## config.mk

```make
export PLATFORM = sky130hd
export DESIGN_NAME = debounce_event_sched
export DESIGN_NICKNAME = d
export VERILOG_FILES = /design/src/rtl/debounce_pkg.sv /design/src/rtl/debounce_chan.sv /design/src/rtl/debounce_event_sched.sv
export SDC_FILE = /design/constraint.sdc
export NUM_CORES = 1
export LEC_CHECK = 0
export ABC_AREA = 1
export CORE_ASPECT_RATIO = 1.2
export CORE_MARGIN = 2
export CORE_UTILIZATION = 50
export DETAILED_ROUTE_END_ITERATION = 8
export PLACE_DENSITY = 0.68
export SYNTH_ARGS = -nofsm -noshare
export SYNTH_HDL_FRONTEND = slang
export SYNTH_SLANG_ARGS = --single-unit
```

## constraint.sdc

```tcl
create_clock -name clk -period 1.9 [get_ports clk]
set_input_delay 0.38 -clock clk [delete_from_list [all_inputs] [get_ports clk]]
set_output_delay 0.38 -clock clk [all_outputs]
set_load 0.005 [all_outputs]
```

## src/rtl/debounce_pkg.sv

```systemverilog
//==============================================================================
// Module      : debounce_pkg
// Description : Event-type encodings and width helpers shared by the
//               multi-channel debounce / event scheduler.
// Revision    : 1.0 - initial release
//==============================================================================
`default_nettype none

package debounce_pkg;

    localparam int EVT_W = 2;

    typedef enum logic [EVT_W-1:0] {
        EVT_RELEASE = 2'b00,
        EVT_PRESS   = 2'b01,
        EVT_LONG    = 2'b10
    } evt_type_e;

    // Index width for a count of n items, never narrower than one bit.
    function automatic int ch_width(input int n);
        return (n > 1) ? $clog2(n) : 1;
    endfunction

endpackage

`default_nettype wire

```

## src/rtl/debounce_chan.sv

```systemverilog
//==============================================================================
// Module      : debounce_chan
// Description : One button channel: 2-flop synchroniser, tick-driven
//               stability counter, clean level and one-clock event strobe.
//               LONG_PRESS_EN adds a saturating hold counter and long-press event.
// Revision    : 1.0 - initial release
//==============================================================================
`default_nettype none

module debounce_chan
    import debounce_pkg::*;
#(
    parameter int STABLE_TICKS = 13
`ifdef LONG_PRESS_EN
    ,
    parameter int LONG_TICKS   = 40
`endif
) (
    input  logic             clk,
    input  logic             rst_n,
    input  logic             tick_i,
    input  logic             noisy_i,
    output logic             clean_o,
    output logic             evt_o,
    output logic [EVT_W-1:0] evt_type_o
);

    localparam int CNT_W = ch_width(STABLE_TICKS + 1);

    logic             sync1_q;
    logic             sync2_q;
    logic             clean_q, clean_d;
    logic [CNT_W-1:0] cnt_q, cnt_d;
    logic             evt_q, evt_d;
    logic [EVT_W-1:0] type_q, type_d;
    logic             stable_fire;
    logic             long_fire;

    always_comb begin
        cnt_d       = cnt_q;
        clean_d     = clean_q;
        stable_fire = 1'b0;
        if (tick_i) begin
            if (sync2_q == clean_q) begin
                cnt_d = '0;
            end else if (cnt_q == CNT_W'(STABLE_TICKS - 1)) begin
                cnt_d       = '0;
                clean_d     = sync2_q;
                stable_fire = 1'b1;
            end else begin
                cnt_d = cnt_q + 1'b1;
            end
        end
    end

`ifdef LONG_PRESS_EN
    localparam int HOLD_W = ch_width(LONG_TICKS + 1);

    logic [HOLD_W-1:0] hold_q, hold_d;

    // A release tick wins over a coincident long-press; the hold clears once clean drops.
    always_comb begin
        hold_d    = hold_q;
        long_fire = 1'b0;
        if (!clean_q) begin
            hold_d = '0;
        end else if (tick_i && !stable_fire && (hold_q != HOLD_W'(LONG_TICKS))) begin
            hold_d    = hold_q + 1'b1;
            long_fire = (hold_q == HOLD_W'(LONG_TICKS - 1));
        end
    end
`else
    assign long_fire = 1'b0;
`endif

    always_comb begin
        evt_d  = stable_fire | long_fire;
        type_d = type_q;
        if (stable_fire) begin
            type_d = sync2_q ? EVT_PRESS : EVT_RELEASE;
        end else if (long_fire) begin
            type_d = EVT_LONG;
        end
    end

    always_ff @(posedge clk) begin
        if (!rst_n) begin
            sync1_q <= 1'b0;
            sync2_q <= 1'b0;
            clean_q <= 1'b0;
            cnt_q   <= '0;
            evt_q   <= 1'b0;
            type_q  <= EVT_RELEASE;
`ifdef LONG_PRESS_EN
            hold_q  <= '0;
`endif
        end else begin
            sync1_q <= noisy_i;
            sync2_q <= sync1_q;
            clean_q <= clean_d;
            cnt_q   <= cnt_d;
            evt_q   <= evt_d;
            type_q  <= type_d;
`ifdef LONG_PRESS_EN
            hold_q  <= hold_d;
`endif
        end
    end

    assign clean_o    = clean_q;
    assign evt_o      = evt_q;
    assign evt_type_o = type_q;

endmodule

`default_nettype wire

```

## src/rtl/debounce_event_sched.sv

```systemverilog
//==============================================================================
// Module      : debounce_event_sched
// Description : NCH-channel debouncer sharing one sample-tick prescaler; events
//               are parked in one-entry slots and serialised round-robin onto a
//               valid/ready port. Optional macro LONG_PRESS_EN adds long-press.
// Revision    : 1.0 - initial release
//==============================================================================
`default_nettype none

module debounce_event_sched
    import debounce_pkg::*;
#(
    parameter int NCH          = 4,
    parameter int TICK_DIV     = 50000,
    parameter int STABLE_TICKS = 13,
    parameter int LONG_TICKS   = 40
) (
    input  logic                        clk,
    input  logic                        rst_n,
    input  logic [NCH-1:0]              noisy,
    output logic [NCH-1:0]              clean,
    output logic                        evt_valid,
    output logic [ch_width(NCH)-1:0]    evt_ch,
    output logic [EVT_W-1:0]            evt_type,
    input  logic                        evt_ready,
    output logic                        evt_ovf
);

    localparam int CH_W  = ch_width(NCH);
    localparam int DIV_W = ch_width(TICK_DIV);

    logic [DIV_W-1:0] div_q, div_d;
    logic             tick;

    logic [NCH-1:0]   chan_evt;
    logic [EVT_W-1:0] chan_type [NCH];

    logic [NCH-1:0]   slot_vld_q, slot_vld_d;
    logic [EVT_W-1:0] slot_type_q [NCH];
    logic [EVT_W-1:0] slot_type_d [NCH];
    logic [NCH-1:0]   drain;

    logic [CH_W-1:0]  rr_q, rr_d;
    logic [CH_W-1:0]  scan_idx;
    logic             grant_vld;
    logic [CH_W-1:0]  grant_ch;
    logic             load_out;

    logic             evt_valid_q, evt_valid_d;
    logic [CH_W-1:0]  evt_ch_q, evt_ch_d;
    logic [EVT_W-1:0] evt_type_q, evt_type_d;
    logic             ovf_q, ovf_d;

    assign tick  = (div_q == DIV_W'(TICK_DIV - 1));
    assign div_d = tick ? '0 : div_q + 1'b1;

    for (genvar g = 0; g < NCH; g++) begin : g_chan
        debounce_chan #(
            .STABLE_TICKS (STABLE_TICKS)
`ifdef LONG_PRESS_EN
            ,
            .LONG_TICKS   (LONG_TICKS)
`endif
        ) u_chan (
            .clk        (clk),
            .rst_n      (rst_n),
            .tick_i     (tick),
            .noisy_i    (noisy[g]),
            .clean_o    (clean[g]),
            .evt_o      (chan_evt[g]),
            .evt_type_o (chan_type[g])
        );
    end

    assign load_out = !evt_valid_q || evt_ready;

    // Scan starts one past the last grant so every channel gets a turn.
    always_comb begin
        grant_vld = 1'b0;
        grant_ch  = '0;
        scan_idx  = '0;
        for (int k = 1; k <= NCH; k++) begin
            scan_idx = CH_W'((int'(rr_q) + k) % NCH);
            if (!grant_vld && slot_vld_q[scan_idx]) begin
                grant_vld = 1'b1;
                grant_ch  = scan_idx;
            end
        end
    end

    always_comb begin
        for (int i = 0; i < NCH; i++) begin
            drain[i] = load_out && grant_vld && (grant_ch == CH_W'(i));
        end
    end

    // A slot emptied this clock may take a new event without overrun.
    always_comb begin
        slot_vld_d  = slot_vld_q;
        slot_type_d = slot_type_q;
        ovf_d       = ovf_q;
        for (int i = 0; i < NCH; i++) begin
            if (drain[i]) begin
                slot_vld_d[i] = 1'b0;
            end
            if (chan_evt[i]) begin
                if (slot_vld_q[i] && !drain[i]) begin
                    ovf_d = 1'b1;
                end else begin
                    slot_vld_d[i]  = 1'b1;
                    slot_type_d[i] = chan_type[i];
                end
            end
        end
    end

    always_comb begin
        evt_valid_d = evt_valid_q;
        evt_ch_d    = evt_ch_q;
        evt_type_d  = evt_type_q;
        rr_d        = rr_q;
        if (load_out) begin
            evt_valid_d = grant_vld;
            if (grant_vld) begin
                evt_ch_d   = grant_ch;
                evt_type_d = slot_type_q[grant_ch];
                rr_d       = grant_ch;
            end
        end
    end

    always_ff @(posedge clk) begin
        if (!rst_n) begin
            div_q       <= '0;
            slot_vld_q  <= '0;
            for (int i = 0; i < NCH; i++) begin
                slot_type_q[i] <= EVT_RELEASE;
            end
            rr_q        <= CH_W'(NCH - 1);
            evt_valid_q <= 1'b0;
            evt_ch_q    <= '0;
            evt_type_q  <= EVT_RELEASE;
            ovf_q       <= 1'b0;
        end else begin
            div_q       <= div_d;
            slot_vld_q  <= slot_vld_d;
            slot_type_q <= slot_type_d;
            rr_q        <= rr_d;
            evt_valid_q <= evt_valid_d;
            evt_ch_q    <= evt_ch_d;
            evt_type_q  <= evt_type_d;
            ovf_q       <= ovf_d;
        end
    end

    assign evt_valid = evt_valid_q;
    assign evt_ch    = evt_ch_q;
    assign evt_type  = evt_type_q;
    assign evt_ovf   = ovf_q;

endmodule

`default_nettype wire
```

==> results.yml <==
synthesis:
  synth_xor_xnor_area_share: 0.0305
  synth_edf_count: 0
  synth_top_family_by_area: "simple AND/OR/NAND/NOR gates"
  synth_nets: 443
  synthAdderAreaFrac: 0.0356
  syn_avg_cell_area_sq_um: 7.41
  ys_top_cells_by_count: "80 x nand2_1, 66 x dfxtp_1, 65 x inv_1"
  ys_seq_elements: 66
  synth_mux_area_frac: 0
  synth_ff_type: "dfxtp_1"
  async_flop_share: 0
  syn_inst: 427
  syn_area_sq_um: 3160
  synth_cell_types: 39
  synth_most_common_cell: "nand2_1"
  synth-warning-count: 0
  synth-compound-area-share: 0.109
  synth_top_area_share: 0.418
  synth_top_cell_by_area: "dfxtp_1"
  synthSimpleGateAreaFrac: 0.294
  synth-seq-area-share: 0.418
  synth_area_leaders: "dfxtp_1 42%, nand2_1 9.5%, inv_1 7.7%"
route:
  ant_nets: 0
  totalWireLength_microns: 6220
  via_count: 2638
  wl_per_cell_microns: 11.5
  routed_via_density: 4.88
  drt_iter0_drc: 146
  drtPass1Iterations: 4
  drc: 0
sta:
  post-route-period-util: 0.960
  fmax_mhz: 548
  fin_crit_ns: 1.82
  hold_slack_ns: 0.417
  fin_skew_ns: 0.0113
  final_max_slew_viol_count: 0
  hold_viol: 0
  rsz0062_at_grt: "true"
  setup_violations: 0
finish:
  fin_area_sq_um: 3840
  drive_gt1_frac: 0.209
  diodes: 0
  area_growth_pct: 21.6
  utilization: 0.631
  fin_cells: 541
  fin_nets: 470
  n_fill_cell: 545
critical_path:
  r2r-start: "rr_q[0]$_SDFFE_PN1P_"
  max_stage_delay_ns: 0.33
  path_cells: "buf_4 > nand2_1 > nand2_2 > nand2_2 > nand2_4 > nor2_8 > nand3_4 > nand2_4 > nand2_8 > nor2_8 > nand2_2 > nand3_2 > nand3_2 > nor2_1 > nor2_1"
  path_common_cell: "nand2_2"
  cp-start-kind: "flip-flop"
  cpMaxStageDelayCell: "dfxtp_2"
  crit_required_ns: 2.15
  critical_path_class: "flip-flop to flip-flop"
  crit_start: "rr_q[0]$_SDFFE_PN1P_"
  worst-path-max-fanout: 7
  worst-path-buf-inv: 1
  arrival_ns: 2.07
  critPathTopFamily: "simple AND/OR/NAND/NOR gates"
  cp-end-kind: "flip-flop"
grt:
  antenna_found_initial: 0
  grt_overflow_total: 0
  grt_max_degree: 26
  grt_pass1_vias: 2540
  grt_pass1_wl_microns: 10600
  gr-usage-all-layers: 0.189
floorplan:
  coreArea_sq_um: 6090
  dieArea_sq_um: 6980
  initial_core_util: 0.519
  io_pins: 17
  die_h_microns: 91.1
  die_w_microns: 76.6
  fp-row-count: 31
power_and_ir_drop:
  peakVddDrop_mv: 0.595
  p_leak_nw: 1.56
  power.density_nw_per_um2: 946
  power.total_mw: 3.64
placement:
  dp_hpwl_microns: 4430
  gp_congestion: 0.823
  placed_cells: 522
  place_area_sq_um: 3440
  port_buffers: 15
hold_path:
  hold_class: "flip-flop to flip-flop"
  min_from: "g_chan[0].u_chan.sync1_q$_SDFF_PN0_"
clock_tree:
  root_buffer: "clkbuf_8"
  htree_levels: 3
  cts_tree: "built"
  clk_pin_slew_ns: 0.08
  cts.sinks: 66
  cts_buffers: 9
  cts_buffer_depth: 2
  clk_latency_ns: 0.35
flow_run:
  max_cap_viol_count: 0
run_status:
  status: "finished, final reports clean"
## power by group
group | leakage, nW | switching, mW | internal [mW] | total, mW
registers | 0.536 | 0.0379 | 1.44 | 1.48
clock network | 0.105 | 0.539 | 0.735 | 1.27
logic | 0.915 | 0.541 | 0.341 | 0.882
## final timing paths
path	slack (ns)	depth (start not counted)	endpoint
max	0.08	15	evt_ovf$_SDFF_PN0_
min	0.42	2	g_chan[0].u_chan.sync2_q$_SDFF_PN0_
max reg2reg	0.08	15	evt_ovf$_SDFF_PN0_
min reg2reg	0.42	2	g_chan[0].u_chan.sync2_q$_SDFF_PN0_
## registers in the layout, indices dropped and copies added, names as in the netlist, 2 cells and up
register / cells
div_q: 16
g_chan.u_chan.cnt_q: 16
g_chan.u_chan.clean_o: 4
g_chan.u_chan.evt_o: 4
g_chan.u_chan.sync1_q: 4
g_chan.u_chan.sync2_q: 4
slot_type_q: 4
slot_vld_q: 4
g_chan.u_chan.evt_type_o: 3
evt_ch: 2
rr_q: 2
## metal layers
layer	GRT usage	vias to the layer above	share of wire
met3	0.0487	10	0.024
met2	0.330	22	0.50
met1	0.213	1199	0.45
li1	-	1407	-
met4	0.0924	0	0.018
met5	0	-	0
## worst min-delay path: cells and delay by family (launching register included)
kind                   cells  cell delay (ns)
flip-flops                 1             0.31
AND/OR/NAND/NOR            1             0.05
buffers and inverters      1             0.04
## kinds of logic after synthesis
kind of cell,count (synthesis)
flip-flops,66
XOR/XNOR,11
AND/OR/NAND/NOR,193
buffers and inverters,84
other,1
adder cells (fa/ha/maj),9
AO/OA/AOI/OAI,63
## area by class of cell
type                    instances  area (sq um)  share of cell area
clock buffers                   9           124              0.0322
flip-flops and latches         66          1330               0.346
inverters                      71           279              0.0726
repair buffers                 29           284              0.0739
clock inverters                 7          93.8              0.0244
multi-input cells             277          1630               0.424
well taps                      82           103              0.0267
## stage by stage
stage	setup WS [ns]	TNS [ns]
6_report	0.0759	0
3_3_place_gp	0.0800	0
2_1_floorplan	0.236	0
5_1_grt	-0.0699	-0.273
3_5_place_dp	-0.0134	-0.0134
4_1_cts	0.0513	0
## layout by cell type, fill, tap and decap left out, types with 3 or more instances in the layout
cell,count
nand2_1,68
inv_1,62
dfxtp_1,61
nor2_1,38
a21oi_1,28
nand3_1,21
o21ai_0,20
nand2_2,19
clkdlybuf4s50_1,15
buf_4,11
clkbuf_8,9
nor2_2,8
nand4_1,8
ha_1,8
xor2_1,7
nor3_1,6
inv_2,5
nand2_4,5
nand3_2,4
xnor2_1,4
dfxtp_2,4
a211oi_1,3
nor4_1,3
a21oi_2,3
nor3_2,3
## timing repair
item / CTS / global route
setup endpoints to repair: 0 / 32
setup buffers: 0 / 3
hold buffers: 0 / 0
resized for setup: 0 / 48
Power figures use the tool's default switching activity.
